### config.mk
export PLATFORM = sky130hd
export DESIGN_NAME = dma_tile_scheduler
export DESIGN_NICKNAME = d
export VERILOG_FILES = /design/src/rtl/dma_tile_scheduler.sv
export SDC_FILE = /design/constraint.sdc
export NUM_CORES = 1
export LEC_CHECK = 0
export BUFFER_PORTS_ARGS = -buffer_cell sky130_fd_sc_hd__buf_2
export CAP_MARGIN = 40
export CORE_MARGIN = 4
export CORE_UTILIZATION = 50
export DETAILED_ROUTE_END_ITERATION = 7
export PLACE_DENSITY = 0.85
export SLEW_MARGIN = 10
export SYNTH_ARGS = -nofsm -noshare
export SYNTH_HDL_FRONTEND = slang
export SYNTH_SLANG_ARGS = --single-unit
### constraint.sdc
create_clock -name CLK -period 2.55 [get_ports CLK]
set_input_delay 0.3825 -clock CLK [delete_from_list [all_inputs] [get_ports CLK]]
set_output_delay 0.3825 -clock CLK [all_outputs]
set_load 0.005 [all_outputs]
### src/rtl/dma_tile_scheduler.sv
// Double-buffered DMA tile scheduler: an optional weight load, then ping/pong tile
// loads into two SRAM buffers that the compute engine releases once consumed.
module dma_tile_scheduler #(
  parameter int TILE_WORDS = 2704,
  parameter int ADDR_W     = 22,
  parameter int CNT_W      = 16
) (
  input  logic              CLK,
  input  logic              RST,
  input  logic              go,
  input  logic [CNT_W-1:0]  num_tiles,
  input  logic [ADDR_W-1:0] img_base,
  input  logic [ADDR_W-1:0] weight_base,
  input  logic [31:0]       weight_words,
  output logic [1:0]        dma_start,
  output logic [ADDR_W-1:0] dma_addr,
  output logic [31:0]       dma_size,
  output logic [31:0]       dma_sram_size,
  input  logic              dma_started,
  input  logic              dma_done,
  output logic [1:0]        buf_full,
  input  logic [1:0]        cons_release,
  output logic [CNT_W-1:0]  tiles_loaded,
  output logic              busy,
  output logic              job_done
);

  typedef enum logic [2:0] {
    IDLE, ISSUE_W, WAIT_W, PICK, ISSUE_T, WAIT_T, DRAIN, FINISH
  } state_t;

  localparam logic [ADDR_W-1:0] TILE_STEP = ADDR_W'(TILE_WORDS);
  localparam logic [31:0]       TILE_SIZE = 32'(TILE_WORDS);

  state_t            state_q, state_d;
  logic [1:0]        dma_start_q, dma_start_d;
  logic [ADDR_W-1:0] dma_addr_q, dma_addr_d;
  logic [31:0]       dma_size_q, dma_size_d;
  logic [31:0]       dma_sram_size_q, dma_sram_size_d;
  logic [1:0]        buf_full_q, buf_full_d;
  logic [CNT_W-1:0]  tiles_q, tiles_d;
  logic [CNT_W-1:0]  num_tiles_q, num_tiles_d;
  logic [ADDR_W-1:0] tile_addr_q, tile_addr_d;
  logic              nxt_q, nxt_d;
  logic              busy_q, busy_d;
  logic              job_done_q, job_done_d;
  logic              accept;
  logic              tile_done;

  assign accept    = (state_q == IDLE) && go;
  assign tile_done = (state_q == WAIT_T) && dma_done;

  always_ff @(posedge CLK) begin
    if (RST) begin
      state_q <= IDLE;
    end else begin
      state_q <= state_d;
    end
  end

  always_comb begin
    state_d = state_q;
    case (state_q)
      IDLE:    if (go) state_d = (weight_words != 32'd0) ? ISSUE_W : PICK;
      ISSUE_W: if (dma_started) state_d = WAIT_W;
      WAIT_W:  if (dma_done) state_d = PICK;
      PICK: begin
        if (tiles_q == num_tiles_q) begin
          state_d = DRAIN;
        end else if (!buf_full_q[nxt_q]) begin
          state_d = ISSUE_T;
        end
      end
      ISSUE_T: if (dma_started) state_d = WAIT_T;
      WAIT_T:  if (dma_done) state_d = PICK;
      DRAIN:   if (buf_full_q == 2'b00) state_d = FINISH;
      FINISH:  state_d = IDLE;
      default: state_d = IDLE;
    endcase
  end

  // Command outputs are registered from the next state so they appear with it.
  always_comb begin
    dma_start_d     = 2'b00;
    dma_addr_d      = dma_addr_q;
    dma_size_d      = dma_size_q;
    dma_sram_size_d = dma_sram_size_q;
    busy_d          = (state_d != IDLE);
    job_done_d      = (state_d == FINISH);
    case (state_d)
      ISSUE_W: begin
        dma_start_d = 2'b11;
        if (accept) begin
          dma_addr_d      = weight_base;
          dma_size_d      = weight_words;
          dma_sram_size_d = weight_words;
        end
      end
      ISSUE_T: begin
        dma_start_d     = {nxt_q, ~nxt_q};
        dma_addr_d      = tile_addr_q;
        dma_size_d      = TILE_SIZE;
        dma_sram_size_d = TILE_SIZE;
      end
      default: ;
    endcase
  end

  // Tile address advances by one tile per completed load, wrapping at ADDR_W bits.
  always_comb begin
    num_tiles_d = num_tiles_q;
    tile_addr_d = tile_addr_q;
    tiles_d     = tiles_q;
    nxt_d       = nxt_q;
    buf_full_d  = buf_full_q & ~cons_release;
    if (accept) begin
      num_tiles_d = num_tiles;
      tile_addr_d = img_base;
      tiles_d     = '0;
      nxt_d       = 1'b0;
    end
    if (tile_done) begin
      buf_full_d[nxt_q] = 1'b1;
      nxt_d             = ~nxt_q;
      tiles_d           = tiles_q + CNT_W'(1);
      tile_addr_d       = tile_addr_q + TILE_STEP;
    end
  end

  always_ff @(posedge CLK) begin
    if (RST) begin
      dma_start_q     <= 2'b00;
      dma_addr_q      <= '0;
      dma_size_q      <= '0;
      dma_sram_size_q <= '0;
      buf_full_q      <= 2'b00;
      tiles_q         <= '0;
      num_tiles_q     <= '0;
      tile_addr_q     <= '0;
      nxt_q           <= 1'b0;
      busy_q          <= 1'b0;
      job_done_q      <= 1'b0;
    end else begin
      dma_start_q     <= dma_start_d;
      dma_addr_q      <= dma_addr_d;
      dma_size_q      <= dma_size_d;
      dma_sram_size_q <= dma_sram_size_d;
      buf_full_q      <= buf_full_d;
      tiles_q         <= tiles_d;
      num_tiles_q     <= num_tiles_d;
      tile_addr_q     <= tile_addr_d;
      nxt_q           <= nxt_d;
      busy_q          <= busy_d;
      job_done_q      <= job_done_d;
    end
  end

  assign dma_start     = dma_start_q;
  assign dma_addr      = dma_addr_q;
  assign dma_size      = dma_size_q;
  assign dma_sram_size = dma_sram_size_q;
  assign buf_full      = buf_full_q;
  assign tiles_loaded  = tiles_q;
  assign busy          = busy_q;
  assign job_done      = job_done_q;

endmodule

==> results of run 1 <==
[worst paths after layout]
| path | startpoint | endpoint | slack (ns) | cells after the start |
|---|---|---|---|---|
| max | tiles_loaded[7] | dma_addr[3] | 0.20 | 8 |
| min | img_base[13] | tile_addr_q[13] | 0.21 | 3 |
| max reg2reg | tiles_loaded[7] | dma_addr[3] | 0.20 | 8 |
| min reg2reg | tile_addr_q[1] | tile_addr_q[1] | 0.46 | 2 |
[cells by family (layout without fill, tap and decap cells)]
kind of cell / count (synthesis) / in the layout / share of synthesized area (%)
buffers and inverters: 81 / 275 / 8.62
xor gates and xnor gates: 20 / 20 / 3.08
AOI/OAI and AO/OA: 123 / 124 / 15.9
muxes: 42 / 42 / 7.63
adders and majority gates: 2 / 2 / 0.440
and+or+nand+nor: 253 / 253 / 22.8
DFF: 118 / 118 / 41.5
[worst min-delay path, delay by kind of cell]
| family | cells | cell delay [ns] |
|---|---|---|
| AOI/OAI and AO/OA | 1 | 0.05 |
| and+or+nand+nor | 1 | 0.05 |
| buffers and inverters | 1 | 0.09 |
[state kept, by name (all words and copies together) (netlist names)]
name,cells
dma_sram_size,32
dma_addr,22
state_q,3
dma_start,2
tile_addr_q,22
num_tiles_q,16
busy,1
job_done,1
tiles_loaded,16
nxt_q,1
buf_full,2
[per-layer routing]
layer | wire length (um) | share of wire [%] | vias up
li1 | - | - | 2634
met1 | 6940 | 42 | 2570
met2 | 8170 | 50 | 213
met3 | 1120 | 6.8 | 23
met4 | 176 | 1.1 | 2
met5 | 19 | 0.12 | -
[power breakdown]
group | total [mW] | switching [mW] | internal (mW) | leakage (nW)
Sequential | 2.28 | 0.192 | 2.09 | 0.966
Combinational | 1.36 | 0.729 | 0.631 | 1.97
Clock | 2.64 | 0.946 | 1.70 | 0.320
[layout by cell type, fill, tap and decap left out, drive strengths merged, types with 7 or more instances in the layout]
master and instances:
mux2 8, xnor2 18, dfxtp 118, a21oi 45, inv 14, a22oi 9, nand4 11, clkbuf 18
o221a 22, mux2i 34, or3 10, nor2 54, buf 238, o21ai 10, nand2 80, nor4 7
a31oi 11, nor3 58, nand3 11, o211ai 8
[layout make-up]
type	instances	share of cell area [%]
timing repair buffer	238	17.9
tap	140	2.37
clock buffer	18	5.95
inverter	5	0.254
multi-input combinational	441	38.6
clock inverter	14	2.85
sequential	118	32.0
[per-stage QoR]
| step | cell area, sq um | setup TNS, ns | hold slack [ns] |
|---|---|---|---|
| 6_report | 7380 | 0 | 0.209 |
| 4_1_cts | 7360 | 0 | 0.199 |
| 5_1_grt | 7380 | 0 | 0.196 |
| 3_3_place_gp | 6700 | 0 | 0.445 |
| 3_5_place_dp | 6700 | -1.12 | 0.450 |
| 2_1_floorplan | 5690 | 0 | 0.437 |
[repair_timing]
action,in CTS,in global routing
gates cloned,1,0
pin swaps,0,1
setup endpoints to repair,22,11
setup buffers,0,1
resized for setup,1,0
[cell usage after synthesis (9+ instances only)]
cell type and n:
dfxtp_1 118, xnor2_1 18, o21ai_0 10, nand4_1 11
a21oi_1 44, clkbuf_1 25, o221a_1 16, nor2_1 52
a31oi_1 11, nor3_1 44, nand3_1 11, nand2_1 80
nor3_2 13, or3_1 9, buf_4 34, mux2i_1 34
==> impl_metrics.json, run 1 <==
{
  "io_pins": 207,
  "rsz0062_at_grt": "false",
  "dp_cells": 940,
  "max_freq_ghz": 0.425,
  "final.setup.worst_slack_ns": 0.197,
  "numCtsBuffers": 17,
  "crit_path_start_kind": "flip-flop",
  "slew_headroom_pct": 56.8,
  "routed_wl_um": 16400,
  "setup_violations": 0,
  "tightest_slew_ns": 0.648,
  "status": "completed",
  "clk_latency_ns": 0.41,
  "met1_usage_pct": 29.8,
  "postCtsHoldBufs": 0,
  "synth-seq-area-share_pct": 41.5,
  "final_util_pct": 67.2,
  "vias": 5442,
  "crit_family": "compound AO/OA/AOI/OAI gates",
  "drt-initial-drc-count": 386,
  "multi_input_area_sq_um": 2850,
  "critPathSlowestCell": "nor4_2",
  "yosys.area.top_type": "dfxtp_1",
  "post-route-period-util_pct": 92.3,
  "start_util_pct": 51.8,
  "synth_flop_cell": "dfxtp_1",
  "clockBufferDepth": 2,
  "die_y_um": 115,
  "final_cells": 974,
  "total_power_mw": 6.29,
  "synth-async-reset-ratio_pct": 0,
  "grt.busiest_layer": "met2",
  "synth_warnings": 0,
  "avgSynthCellArea_sq_um": 8.91,
  "root_buffer": "clkbuf_16",
  "syn2layout_area_growth_pct": 29.7,
  "drc_errors": 0,
  "row_count": 38,
  "clock-sinks": 118,
  "grt_max_degree": 72,
  "max_stage_delay_ns": 0.47,
  "cp_cell_sequence": "xnor2_1, nand4_1, nor4_2, o211ai_2, buf_4, a21o_1, buf_12, o221a_2",
  "ys_types": 62,
  "die_x_um": 115,
  "finalHoldViolations": 0,
  "period_needed_ns": 2.35,
  "avgRoutedWirePerCell_um": 16.9,
  "firstDrtPassIters": 7,
  "path_buf_inv": 2,
  "antenna_found_initial": 1,
  "maxCapViolations": 0,
  "grt_first_pass_wirelength_um": 25700,
  "overflow": 0,
  "critical_path_class": "flip-flop to flip-flop",
  "crit_arrival_ns": 2.65,
  "powerDensity_nw_per_um2": 852,
  "antenna_left": 0,
  "ys_ff_latch": 118,
  "synth.area.top_cells": "dfxtp_1 42%, mux2i_1 6.0%, nand2_1 5.3%",
  "track_usage_pct": 24.6,
  "place_congestion": 0.830,
  "post-dp-hpwl_um": 11200,
  "drive_gt1_share_pct": 37.5,
  "clk_pin_slew_ns": 0.06,
  "cp-end-kind": "flip-flop",
  "final-seq-area_sq_um": 2360,
  "p_leak_nw": 3.26,
  "crit_path_max_fanout": 26,
  "fin_skew_ns": 0.0106,
  "core-area_sq_um": 11000,
  "slew_violations": 0,
  "pre_cts_ws_ns": -0.0636,
  "synth-edff-count": 0,
  "viasPerCell": 5.59,
  "io_buffers": 206,
  "met3_usage_pct": 5.55,
  "die-area_sq_um": 13200,
  "synth_top_area_share_pct": 41.5,
  "use_met2_pct": 43.8,
  "cts_tree": "built",
  "min_path_type": "primary input to flip-flop",
  "fillers": 842,
  "syn-instance-count": 639,
  "htree_levels": 4,
  "antennaDiodeCount": 0,
  "max-vdd-ir-drop_uv": 438,
  "critical_path_required_ns": 2.85,
  "synth_area_sq_um": 5690,
  "syn_nets": 740,
  "grt_pass1_vias": 5202,
  "nNetsFinal": 922
}
(Power assumes the default switching activity.)
==> run 2: changes to the inputs <==
--- a/config.mk
+++ b/config.mk
@@ -5,10 +5,11 @@
 export SDC_FILE = /design/constraint.sdc
 export NUM_CORES = 1
 export LEC_CHECK = 0
-export BUFFER_PORTS_ARGS = -buffer_cell sky130_fd_sc_hd__buf_2
+export BUFFER_PORTS_ARGS = -buffer_cell sky130_fd_sc_hd__buf_4
 export CAP_MARGIN = 40
 export CORE_MARGIN = 4
 export CORE_UTILIZATION = 50
+export CTS_BUF_LIST = sky130_fd_sc_hd__clkbuf_16
 export DETAILED_ROUTE_END_ITERATION = 7
 export PLACE_DENSITY = 0.85
 export SLEW_MARGIN = 10
==> run 2 against run 1 <==
Compared with the run above: sequential cell count is the same; sequential power hardly changed; via count grew 1.0%; final cell count down 0.72%; highest routed layer is now met4; clock-buffer cell count decreased by 1; hold slack gained 0.011 ns; die area stayed put; critical path depth stayed put; largest power group unchanged; total power shrank 2.0%; global-route usage rose by 0.81 points; sequential share of layout area shrank 1.6 points.
==> impl_metrics.json, run 2 (synthesis gave the netlist of run 1 again) <==
{
  "status": "completed",
  "critical_path_class": "flip-flop to flip-flop",
  "io_pins": 207,
  "fillers": 814,
  "hold_depth": 3,
  "drt-initial-drc-count": 433,
  "place_area_sq_um": 7160,
  "finalHoldViolations": 0,
  "place_congestion": 0.889,
  "viasPerCell": 5.68,
  "crit_path_max_fanout": 59,
  "final.setup.worst_slack_ns": 0.159,
  "final_util_pct": 70.8,
  "row_count": 38,
  "fin_skew_ns": 0.0112,
  "avgRoutedWirePerCell_um": 17.5,
  "htree_levels": 4,
  "clk_latency_ns": 0.41,
  "post-route-period-util_pct": 93.8,
  "grt_max_degree": 87,
  "drive_gt1_share_pct": 36.2,
  "track_usage_pct": 25.4,
  "powerDensity_nw_per_um2": 792,
  "largest_reg_flops": 32,
  "slew_headroom_pct": 40.0,
  "reg2regPathDepth": 8,
  "clockBufferDepth": 2,
  "antenna_found_initial": 0,
  "nNetsFinal": 915,
  "cp-end-kind": "flip-flop",
  "fin_area_sq_um": 7770,
  "maxCapViolations": 0,
  "rsz0062_at_grt": "false",
  "final_common_cell": "buf_4",
  "drc_errors": 0,
  "pre_cts_ws_ns": -0.0421,
  "antenna_left": 0,
  "start_util_pct": 51.8,
  "slew_violations": 0,
  "startpoint": "state_q[2]",
  "die_y_um": 115,
  "tightest_slew_ns": 0.901,
  "core-area_sq_um": 11000,
  "vias": 5497,
  "setup_violations": 0,
  "root_buffer": "clkbuf_16",
  "routed_wl_um": 16900,
  "numCtsBuffers": 17,
  "crit_path_start_kind": "flip-flop",
  "p_leak_nw": 3.29,
  "critical_path_required_ns": 2.81,
  "final_cell_mix": "225 x buf_4, 118 x dfxtp_1, 80 x nand2_1, 52 x nor2_1",
  "crit_arrival_ns": 2.65,
  "clk_pin_slew_ns": 0.05,
  "clock-sinks": 118,
  "postCtsHoldBufs": 0,
  "grt_first_pass_wirelength_um": 26500,
  "total_power_mw": 6.16,
  "io_buffers": 206,
  "period_needed_ns": 2.39,
  "r2r_start": "state_q[2]",
  "die-area_sq_um": 13200,
  "overflow": 0,
  "antennaDiodeCount": 0,
  "cts_tree": "built",
  "firstDrtPassIters": 5,
  "min_path_type": "primary input to flip-flop",
  "syn2layout_area_growth_pct": 36.6,
  "max_freq_ghz": 0.418,
  "max-vdd-ir-drop_uv": 416,
  "hold_start": "img_base[2]",
  "die_x_um": 115,
  "grt_pass1_vias": 5338,
  "post-dp-hpwl_um": 11900
}
## run 2: path summary, 6_finish.rpt
path,endpoint,slack (ns)
setup / recovery,tile_addr_q[6],0.16
hold / removal,tile_addr_q[2],0.22
setup reg to reg,tile_addr_q[6],0.16
hold reg to reg,tile_addr_q[2],0.46
## run 2: report_power, final
part,leakage (nW),internal [mW],switching [mW]
sequential,0.966,2.09,0.206
combinational,2.03,0.790,0.749
clock,0.290,1.50,0.818
total,3.29,4.39,1.77
## run 2: layout make-up
type / instances / area, sq um / share of cell area [%]
Clock buffer: 17 / 425 / 5.47
Multi-Input combinational cell: 441 / 2850 / 36.7
Inverter: 5 / 18.8 / 0.241
Sequential cell: 118 / 2360 / 30.4
Clock inverter: 15 / 149 / 1.92
Tap cell: 140 / 175 / 2.25
Timing Repair Buffer: 231 / 1790 / 23.1
## run 2: per-layer routing
layer | vias to the layer above | GRT usage, % | wire length (um)
met5 | - | 0 | 0
met3 | 35 | 7.03 | 1570
met2 | 305 | 43.1 | 8300
met4 | 0 | 9.98 | 414
met1 | 2535 | 30.3 | 6640
li1 | 2622 | - | -
## run 2: critical path, stage by stage (launching register included)
cell and delay [ns]:
dfxtp_1 0.34, buf_4 0.17, or3_4 0.35, or2_2 0.41, buf_6 0.28, nand2_1 0.14
o21ai_0 0.13, a221oi_1 0.30, nor2_1 0.08
## run 2: through the flow
step	cells	hold WS (ns)	TNS [ns]
after floorplan	639	0.437	0
after global placement	933	0.446	0
after detailed placement	933	0.454	-0.516
after CTS	966	0.206	0
after global routing	967	0.219	0
final	967	0.220	0
## run 2: what timing repair did
action                     4_1_cts  5_1_grt
setup endpoints to repair       22       12
cloned                           1        0
gates resized for setup          1        2
hold endpoints to repair         0        0
pin swaps                        0        1
buffers inserted                 0        1
